**src/rtl/m_divider.sv**
```systemverilog
// ============================================================================
//  m_divider : sequential restoring shift-subtract unsigned divider,
//              one quotient bit per clock, start/busy/valid handshake.
//  Revision  : 1.0
// ============================================================================
`default_nettype none

module m_divider #(
    parameter int WIDTH = 32
) (
    input  logic             w_clk,
    input  logic             w_rst,
    input  logic             w_start,
    input  logic [WIDTH-1:0] w_dividend,
    input  logic [WIDTH-1:0] w_divisor,
    output logic             w_busy,
    output logic             w_valid,
    output logic [WIDTH-1:0] w_quotient,
    output logic [WIDTH-1:0] w_remainder,
    output logic             w_div_by_zero
);

    localparam int CW = $clog2(WIDTH + 1);

    typedef enum logic [0:0] {
        S_IDLE = 1'b0,
        S_BUSY = 1'b1
    } state_t;

    state_t           state_q, state_d;
    logic [WIDTH-1:0] dvd_q, dvd_d;
    logic [WIDTH-1:0] dvs_q, dvs_d;
    logic [WIDTH-1:0] rem_q, rem_d;
    logic [WIDTH-1:0] quo_q, quo_d;
    logic [CW-1:0]    cnt_q, cnt_d;
    logic [WIDTH-1:0] quotient_q, quotient_d;
    logic [WIDTH-1:0] remainder_q, remainder_d;
    logic             valid_q, valid_d;
    logic             dbz_q, dbz_d;

    logic [WIDTH:0]   w_partial;
    logic [WIDTH-1:0] w_diff;
    logic             w_ge;
    logic [WIDTH-1:0] w_rem_next;
    logic [WIDTH-1:0] w_quo_next;

    // Partial < 2*divisor, so a successful subtraction always fits in WIDTH bits.
    assign w_partial  = {rem_q, dvd_q[WIDTH-1]};
    assign w_ge       = (w_partial >= {1'b0, dvs_q});
    assign w_diff     = w_partial[WIDTH-1:0] - dvs_q;
    assign w_rem_next = w_ge ? w_diff : w_partial[WIDTH-1:0];
    assign w_quo_next = {quo_q[WIDTH-2:0], w_ge};

    always_comb begin
        state_d     = state_q;
        dvd_d       = dvd_q;
        dvs_d       = dvs_q;
        rem_d       = rem_q;
        quo_d       = quo_q;
        cnt_d       = cnt_q;
        quotient_d  = quotient_q;
        remainder_d = remainder_q;
        dbz_d       = dbz_q;
        valid_d     = 1'b0;

        case (state_q)
            S_IDLE: begin
                if (w_start) begin
                    dvd_d   = w_dividend;
                    dvs_d   = w_divisor;
                    rem_d   = '0;
                    quo_d   = '0;
                    cnt_d   = CW'(WIDTH);
                    state_d = S_BUSY;
                end
            end
            S_BUSY: begin
                dvd_d = {dvd_q[WIDTH-2:0], 1'b0};
                rem_d = w_rem_next;
                quo_d = w_quo_next;
                cnt_d = cnt_q - CW'(1);
                if (cnt_q == CW'(1)) begin
                    quotient_d  = w_quo_next;
                    remainder_d = w_rem_next;
                    dbz_d       = (dvs_q == '0);
                    valid_d     = 1'b1;
                    state_d     = S_IDLE;
                end
            end
            default: state_d = S_IDLE;
        endcase
    end

    always_ff @(posedge w_clk or posedge w_rst) begin
        if (w_rst) begin
            state_q     <= S_IDLE;
            dvd_q       <= '0;
            dvs_q       <= '0;
            rem_q       <= '0;
            quo_q       <= '0;
            cnt_q       <= '0;
            quotient_q  <= '0;
            remainder_q <= '0;
            valid_q     <= 1'b0;
            dbz_q       <= 1'b0;
        end else begin
            state_q     <= state_d;
            dvd_q       <= dvd_d;
            dvs_q       <= dvs_d;
            rem_q       <= rem_d;
            quo_q       <= quo_d;
            cnt_q       <= cnt_d;
            quotient_q  <= quotient_d;
            remainder_q <= remainder_d;
            valid_q     <= valid_d;
            dbz_q       <= dbz_d;
        end
    end

    assign w_busy        = (state_q == S_BUSY);
    assign w_valid       = valid_q;
    assign w_quotient    = quotient_q;
    assign w_remainder   = remainder_q;
    assign w_div_by_zero = dbz_q;

endmodule

`default_nettype wire

```
**config.mk**
```make
export PLATFORM = sky130hd
export DESIGN_NAME = m_divider
export DESIGN_NICKNAME = d
export VERILOG_FILES = /design/src/rtl/m_divider.sv
export SDC_FILE = /design/constraint.sdc
export NUM_CORES = 1
export LEC_CHECK = 0
export CAP_MARGIN = 20
export CORE_AREA = 4 4 177 179
export CTS_BUF_LIST = sky130_fd_sc_hd__clkbuf_2 sky130_fd_sc_hd__clkbuf_4 sky130_fd_sc_hd__clkbuf_8
export DETAILED_ROUTE_END_ITERATION = 8
export DIE_AREA = 0 0 181 183
export GPL_ROUTABILITY_DRIVEN = 0
export GPL_TIMING_DRIVEN = 0
export REMOVE_ABC_BUFFERS = 1
export SYNTH_ARGS = -nofsm -noshare
export SYNTH_HDL_FRONTEND = slang
export SYNTH_SLANG_ARGS = --single-unit
export TNS_END_PERCENT = 1
```
**constraint.sdc**
```tcl
create_clock -name w_clk -period 9.4 [get_ports w_clk]
set_input_delay 1.88 -clock w_clk [delete_from_list [all_inputs] [get_ports w_clk]]
set_output_delay 1.88 -clock w_clk [all_outputs]
set_load 0.03 [all_outputs]
```
## Word-level counts from Yosys, hierarchy flattened

Index checks and enable logic that the tools add are counted.

- Word-level logic and storage cells: 32
- Input port bits: 67
- Flip-flop bits (word level): 200
- Output and inout bits: 67

- Equal/unequal tests: 2
- Add/sub/neg operators: 2
- Multiplexer cells: 13
- Bitwise logic cells: 1
- Reduce and logical (&&, ||, !) cells: 3
- Magnitude comparators: 1

Operator list:

| cell | count |
|---|---|
| 32-bit case mux with 2 select lines | 2 |
| 32-bit 2-to-1 mux | 3 |
| 31-bit case mux with 2 select lines | 1 |
| 33-bit by 32-bit greater-or-equal comparator with 1-bit output | 1 |
| 32-bit logical NOT | 1 |
| 32-bit subtractor | 1 |
| 6-bit case mux with 2 select lines | 1 |
| 6-bit by 1-bit == test with 1-bit output, second input constant | 1 |
| 6-bit 2-to-1 mux | 1 |
| 6-bit by 1-bit subtractor with 6-bit output, second input constant | 1 |
| 1-bit 2-to-1 mux | 4 |
| 2-bit AND reduction | 2 |
| 2-bit != test, second input constant | 1 |
| 1-bit case mux with 2 select lines | 1 |
| 1-bit NOT | 1 |

## Depth between registers and ports, before layout

Gate-level depths: netlist of the first run.

- Depth in word-level cells: 3
- Depth in mapped cells: 14
- Depth with buffers taken out: 13

## Least setup slack after synthesis of the first run

No wires, ideal clock.

- Path type: input port to flip-flop
- From: in w_start
- To: reg dvs_q[30]
- Setup time: 0.134 ns
- Buffers on the path: 3
- Path slack: 6.179 ns
- Data arrival time: 3.087 ns
- Required time: 9.266 ns
- Stages on the path: 6
- Cells stage by stage: clkbuf_1 > inv_1 > nor2_1 > clkbuf_1 > buf_1 > o21ai_0

- Word-level cells in the longest chain between the ends: 1

Ends and longest elaborated chain:

| element | RTL line | source |
|---|---|---|
| from (decl) | 13 | `input logic w_start,` |
| 2-bit AND reduction (no source line) | n/a |  |
| to (signal assigned) | 109 | `dvs_q <= dvs_d;` |
| to (decl) | 32 | `logic [WIDTH-1:0] dvs_q, dvs_d;` |

No other way between the ends.
A chain may end at the register's enable or synchronous reset.

## Worst setup path in the final report of the first run

- From: reg state_q (netlist: w_busy)
- To: out w_busy

RTL lines:

| element | RTL line | source |
|---|---|---|
| from (decl) | 30 | `state_t state_q, state_d;` |
| from (signal assigned) | 107 | `state_q <= state_d;` |
| to (decl) | 16 | `output logic w_busy,` |

No word-level cell between the ends.

==> out/results.txt, run 1 <==
register share of total power: 29.9%
Post-synth top cells: nand2_1 (278), dfrtp_1 (200), o21ai_0 (124)
Mapped Cells: 1,075
DR vias/cell: 4.897
Power per Cell Area: 424.3 nW/um^2
Final WS setup: 5.453 ns
setup TNS: 0 ns
post-synthesis sequential area ratio: 49.96%
Rows: 63
Antenna Diode Count: 0
I/O pin cnt: 134
post-CTS setup buffer count: 0
commonest register cell after synthesis: dfrtp_1
port buffer count: 133
R2R Path Start: w_busy$_DFF_PP0_
Worst R2R End: w_remainder[25]$_DFFE_PP0P_
Max Slew Vio Count: 0
met2 Use GR: 26.18%
Slew @ Worst Pin: 0.8383 ns
largest cells by area after synthesis: dfrtp_1 (50%), nand2_1 (10%), o21ai_0 (6.2%)
CP bufs+invs: 1
hold_ws: 0.4837 ns
Hold Path Stages: 2
Fmax: 0.2534 GHz
total CTS buffers: 17
area growth from synthesis to layout: 21.79%
first-pass GRT wire length: 42,340 um
TritonCTS clock tree: built
Detailed Place HPWL: 17,780 um
Setup WS pre-CTS: 5.101 ns
worst hold-check path type: flop to flop
Worst EP required: 7.52 ns
Sw Share: 45.69%
fin crit period: 3.947 ns
VDD IR-drop max: 0.1749 mV
Top Usage Layer GRT: met2
final hold vios: 0
Net Switching: 0.002365 W
die area: 33,120 sq um
Worst setup EP type: output pin
Comb pwr share: 59.2%
Crit path max-delay family: flip-flops
Syn. warnings: 0
RSZ-0062 raised after global routing: false
DR WL/cell: 16.10 um
largest net degree at the start of global routing: 105
FF-to-FF setup slack: 5.77 ns
overall die height: 183 um
post-layout util: 41.28%
layout cells sized above 1: 6.891%
Slew headroom: 44.05%
number of max-cap violations: 0
Final ANT Viol Nets: 0
Non-Filler Instances: 1,580
placed cells: 1,548
Synth top area share: 49.96%
core footprint: 29,560 sq um
clock network power share: 10.9%
clock skew: 0.01883 ns
hold path startpoint: w_quotient[10]$_DFFE_PP0P_
GRT met1 Usage: 20.51%
number of global-route vias before repair: 7,904
cts repair resizes: 0
mapped cell area: 10,020 sq um
DR pass1 iterations: 7
status: finished, final reports clean
Total Routing Usage GR: 15.61%
Global Route met3 Usage: 4.066%
EDFF count, synth: 0
initial antenna violation count: 0
Final setup viols: 0
worst-path cell chain: clkdlybuf4s50_1
grt total ovfl: 0
clock sink count: 200
P_leak: 5.566 nW
part of the cycle the worst path needs: 41.99%
Clock Tree Root: clkbuf_8
vias: 7,738
Clock Pin Slew Worst Setup and Hold Paths: 0.11 ns
worst-path fanout max: 44
Synth Register Bits: 200
Worst-Skew Late Latency: 0.47 ns
hold worst-path end: w_quotient[10]$_DFFE_PP0P_
critical path class: flop to output pin
P_int: 0.002812 W
drt drc: 0
htree depth: 4
CP Launch Type: flop
post-synthesis async set-or-reset flop share: 100.0%
CP peak stage delay: 0.79 ns
nets@finish: 1,279
detailed-route wire length: 25,440 um
Initial Utilization: 33.89%
CP max stage cell: dfrtp_4
leading area contributor after synthesis: dfrtp_1
Yosys cell types: 55
Die Span X: 181 um
count leader, synth: nand2_1
hold_buf cts: 0
number of DRC markers in iteration 0: 552
Longest Clk Path Bufs: 2
R2R cell count: 9
synthesized area per cell: 9.319 sq um
CP arrival: 2.07 ns
==> flip-flops by register name, indices dropped and copies added (netlist names) <==
signal         cells
quo_q             31
w_quotient        32
cnt_q              6
w_div_by_zero      1
rem_q             32
w_busy             1
w_valid            1
w_remainder       32
dvs_q             32
dvd_q             32
==> final cells by class <==
type	instances	area (sq um)
Sequential cell	200	5009
Tap cell	390	488.0
Clock buffer	18	241.5
Multi-Input combinational cell	770	4577
Fill cell	3001	17360
Clock inverter	14	165.2
Inverter	45	177.7
Timing Repair Buffer	143	1544
==> logic make-up (layout without fill, tap and decap cells) <==
family	after synthesis	in the layout	share of synthesized area (%)
xor gates and xnor gates	29	29	2.535
adders and majority gates	35	35	4.446
DFF	200	200	49.96
muxes	77	77	8.055
AOI/OAI and AO/OA	251	251	14.62
and+or+nand+nor	378	378	15.95
buffers and inverters	105	220	4.433
==> placed cells by master (no fill, tap or decap), types with 4 or more instances in the layout <==
| cell | instances |
|---|---|
| a21o_1 | 26 |
| a21oi_1 | 39 |
| a31oi_1 | 5 |
| and3_1 | 19 |
| buf_16 | 4 |
| clkbuf_8 | 17 |
| clkdlybuf4s50_1 | 132 |
| dfrtp_1 | 199 |
| ha_1 | 34 |
| inv_1 | 42 |
| inv_6 | 4 |
| mux2_1 | 4 |
| mux2_2 | 25 |
| mux2i_1 | 48 |
| nand2_1 | 278 |
| nand2b_1 | 5 |
| nand3_1 | 8 |
| nand4_1 | 8 |
| nor2_1 | 31 |
| nor3_1 | 9 |
| nor4_1 | 8 |
| o211ai_1 | 7 |
| o21ai_0 | 124 |
| o21ai_1 | 13 |
| o22ai_1 | 12 |
| xnor2_1 | 19 |
| xor2_1 | 10 |
==> stage by stage <==
stage	total power, W	area, sq um
6_report	0.005177	12200
5_1_grt	0.005650	12200
4_1_cts	0.005231	12200
3_5_place_dp	0.004631	11800
3_3_place_gp	0.004576	11560
2_1_floorplan	0.003700	9743
==> metal layers <==
layer	up-vias	wire length [um]	part of all wire, %
li1	3877	-	-
met1	3696	11630	46
met2	147	12170	48
met3	18	1294	5.1
met4	0	349	1.4
met5	-	0	0
==> worst max path at each step <==
stage | start | end | cells after the start
after floorplan | w_rst | cnt_q[0]$_DFFE_PP0P_ | 1
after global placement | w_rst | dvs_q[31]$_DFFE_PP0P_ | 2
after detailed placement | w_start | dvs_q[0]$_DFFE_PP0P_ | 6
after CTS | w_busy$_DFF_PP0_ | w_busy | 1
after global routing | w_busy$_DFF_PP0_ | w_busy | 1
final | w_busy$_DFF_PP0_ | w_busy | 1
==> power groups by stage <==
stage	registers [W]	logic, W	clock network [W]
after floorplan	0.00175	0.00195	0
after global placement	0.00158	0.00300	0
after detailed placement	0.00156	0.00307	0
after CTS	0.00155	0.00309	0.000591
after global routing	0.00161	0.00341	0.000630
final	0.00155	0.00306	0.000566
Power figures use the tool's default switching activity.
==> run 2: changes to the inputs <==
==> constraint.sdc (replaced) <==
create_clock -name w_clk -period 3.6 [get_ports w_clk]
set_input_delay 0.72 -clock w_clk [delete_from_list [all_inputs] [get_ports w_clk]]
set_output_delay 0.72 -clock w_clk [all_outputs]
set_load 0.03 [all_outputs]
==> out/results.txt, run 2 (synthesis gave the netlist of run 1 again) <==
worst-path fanout max: 17 (was 44)
register share of total power: 29.6% (was 29.9%)
most frequent cells in the layout: nand2_1 (278), dfrtp_1 (199), clkdlybuf4s50_1 (132) (unchanged)
Worst setup EP type: flop (was output pin)
number of global-route vias before repair: 7,901 (was 7,904)
hold worst-path end: w_quotient[10]$_DFFE_PP0P_ (unchanged)
Fill cells: 2,999 (was 3,001)
total CTS buffers: 17 (unchanged)
overall die height: 183 um (unchanged)
initial antenna violation count: 0 (unchanged)
Cell Area, Placed: 11,800 sq um (unchanged)
R2R Path Start: rem_q[25]$_DFFE_PP0P_ (was w_busy$_DFF_PP0_)
I/O pin cnt: 134 (unchanged)
Antenna Diode Count: 0 (unchanged)
DR pass1 iterations: 7 (unchanged)
P_int: 0.007400 W (was 0.002812 W)
part of the cycle the worst path needs: 95.07%
area growth from synthesis to layout: 22.09% (was 21.79%)
critical path class: flop to flop (was flop to output pin)
CP bufs+invs: 0 (was 1)
most common cell after layout, fill and taps aside: nand2_1 (unchanged)
grt total ovfl: 0 (unchanged)
Power per Cell Area: 1117 nW/um^2 (was 424.3 nW/um^2)
placed cells: 1,548 (unchanged)
R2R cell count: 10 (was 9)
Crit path max-delay family: compound AO/OA/AOI/OAI gates (was flip-flops)
htree depth: 4 (unchanged)
Fmax: 0.2922 GHz
worst hold-check path type: flop to flop (unchanged)
hold_buf cts: 0 (unchanged)
core footprint: 29,560 sq um (unchanged)
Worst EP required: 3.93 ns (was 7.52 ns)
setup TNS: 0 ns (unchanged)
Rows: 63 (unchanged)
Slew headroom: 44.50% (was 44.05%)
Total Routing Usage GR: 15.63% (was 15.61%)
CP arrival: 3.75 ns (was 2.07 ns)
P_leak: 5.580 nW (was 5.566 nW)
clock sink count: 200 (unchanged)
Final setup viols: 0 (unchanged)
Die Span X: 181 um (unchanged)
Non-Filler Instances: 1,582 (was 1,580)
number of max-cap violations: 0 (unchanged)
Comb pwr share: 59.6% (was 59.2%)
Sw Share: 45.83% (was 45.69%)
DR vias/cell: 4.920 (was 4.897)
DR WL/cell: 16.24 um (was 16.10 um)
Clock Pin Slew Worst Setup and Hold Paths: 0.10 ns (was 0.11 ns)
final hold vios: 0 (unchanged)
crit path launch: rem_q[25]$_DFFE_PP0P_ (was w_busy$_DFF_PP0_)
Longest Clk Path Bufs: 2 (unchanged)
drt drc: 0 (unchanged)
largest net degree at the start of global routing: 105 (unchanged)
nets@finish: 1,281 (was 1,279)
Crit path depth: 10 (was 1)
clock network power share: 10.8% (was 10.9%)
Clock Tree Root: clkbuf_8 (unchanged)
TritonCTS clock tree: built (unchanged)
FF-to-FF setup slack: 0.18 ns (was 5.77 ns)
hold_ws: 0.4840 ns (was 0.4837 ns)
VDD IR-drop max: 0.3587 mV (was 0.1749 mV)
Net Switching: 0.006259 W (was 0.002365 W)
Initial Utilization: 33.89% (unchanged)
die area: 33,120 sq um (unchanged)
first-pass GRT wire length: 42,380 um (was 42,340 um)
Worst-Skew Late Latency: 0.47 ns (about the same)
Max Slew Vio Count: 0 (unchanged)
port buffer count: 133 (unchanged)
Hold Path Stages: 2 (unchanged)
number of DRC markers in iteration 0: 546 (was 552)
status: finished, final reports clean (unchanged)
Final ANT Viol Nets: 0 (unchanged)
CP max stage cell: nor2_4 (was dfrtp_4)
Slew @ Worst Pin: 0.8315 ns (was 0.8383 ns)
Detailed Place HPWL: 17,780 um (unchanged)
Worst R2R End: rem_q[22]$_DFFE_PP0P_ (was w_remainder[25]$_DFFE_PP0P_)
post-layout util: 41.38% (was 41.28%)
hold path startpoint: w_quotient[10]$_DFFE_PP0P_ (unchanged)
vias: 7,784 (was 7,738)
worst-path cell chain: ha_1, a21o_1, a21o_1, a21o_1, a21o_1, a2111oi_2, a21boi_1, nor2_4, mux2i_2, o22ai_1 (was clkdlybuf4s50_1)
RSZ-0062 raised after global routing: false (unchanged)
fin crit period: 3.423 ns
layout cells sized above 1: 7.131% (was 6.891%)
detailed-route wire length: 25,690 um (was 25,440 um)
design area: 12,230 sq um (was 12,200 sq um)
CP peak stage delay: 0.63 ns (was 0.79 ns)
CP Launch Type: flop (unchanged)
clock skew: 0.02042 ns (was 0.01883 ns)
critical path's most frequent cell: a21o_1
==> run 2: cell count changes in the layout (fill, tap and decap cells not counted) <==
cell	delta
mux2_2	-2
mux2_4	+2
buf_4	+1
mux2i_1	-1
mux2i_2	+1
nor2_4	+1
==> run 2: worst max-delay path by stage <==
stage | endpoint | slack, ns
after floorplan | cnt_q[0]$_DFFE_PP0P_ | -2.57
after global placement | dvs_q[31]$_DFFE_PP0P_ | -5.47
after detailed placement | w_remainder[25]$_DFFE_PP0P_ | -0.09
after CTS | w_remainder[18]$_DFFE_PP0P_ | -0.006
after global routing | w_remainder[0]$_DFFE_PP0P_ | 0.02
final | rem_q[22]$_DFFE_PP0P_ | 0.18
==> run 2: layout make-up <==
type	instances	area (sq um)	area share (%)
multi-input cells	771	4599	37.60
well taps	390	488.0	3.989
clock buffers	18	241.5	1.974
repair buffers	144	1551	12.68
flip-flops and latches	200	5009	40.95
inverters	45	177.7	1.453
clock inverters	14	165.2	1.350
==> run 2: per-stage QoR <==
step           setup slack (ns)  power [W]
2_1_floorplan            -2.574   0.009660
3_5_place_dp           -0.08873    0.01209
3_3_place_gp             -5.472    0.01195
4_1_cts               -0.005723    0.01371
5_1_grt                 0.01995    0.01489
6_report                 0.1774    0.01366
==> run 2: timing repair <==
action	in CTS	in global routing
gates cloned	0	1
pin swaps	2	2
setup buffers	1	0
setup endpoints to repair	11	36
hold endpoints to repair	0	0
gates resized for setup	2	1
==> run 2: power by group through the flow <==
stage	Clock, W	Combinational, W	Sequential (W)
finish	0.00147	0.00814	0.00404
floorplan	0	0.00510	0.00456
CTS	0.00154	0.00812	0.00405
global route	0.00164	0.00904	0.00420
global placement	0	0.00783	0.00412
detailed placement	0	0.00801	0.00408
==> run 2: metal layers <==
layer / track usage (%) / vias to the layer above / part of all wire, %
li1: - / 3885 / -
met1: 20.56 / 3723 / 45
met2: 26.19 / 161 / 48
met4: 3.542 / 0 / 1.1
met3: 4.066 / 15 / 5.5
met5: 0 / - / 0
==> run 2: worst min-delay path, delay by kind of cell, from the launching register on <==
family           cells  cell delay, ns
DFF                  1            0.36
and+or+nand+nor      2            0.10
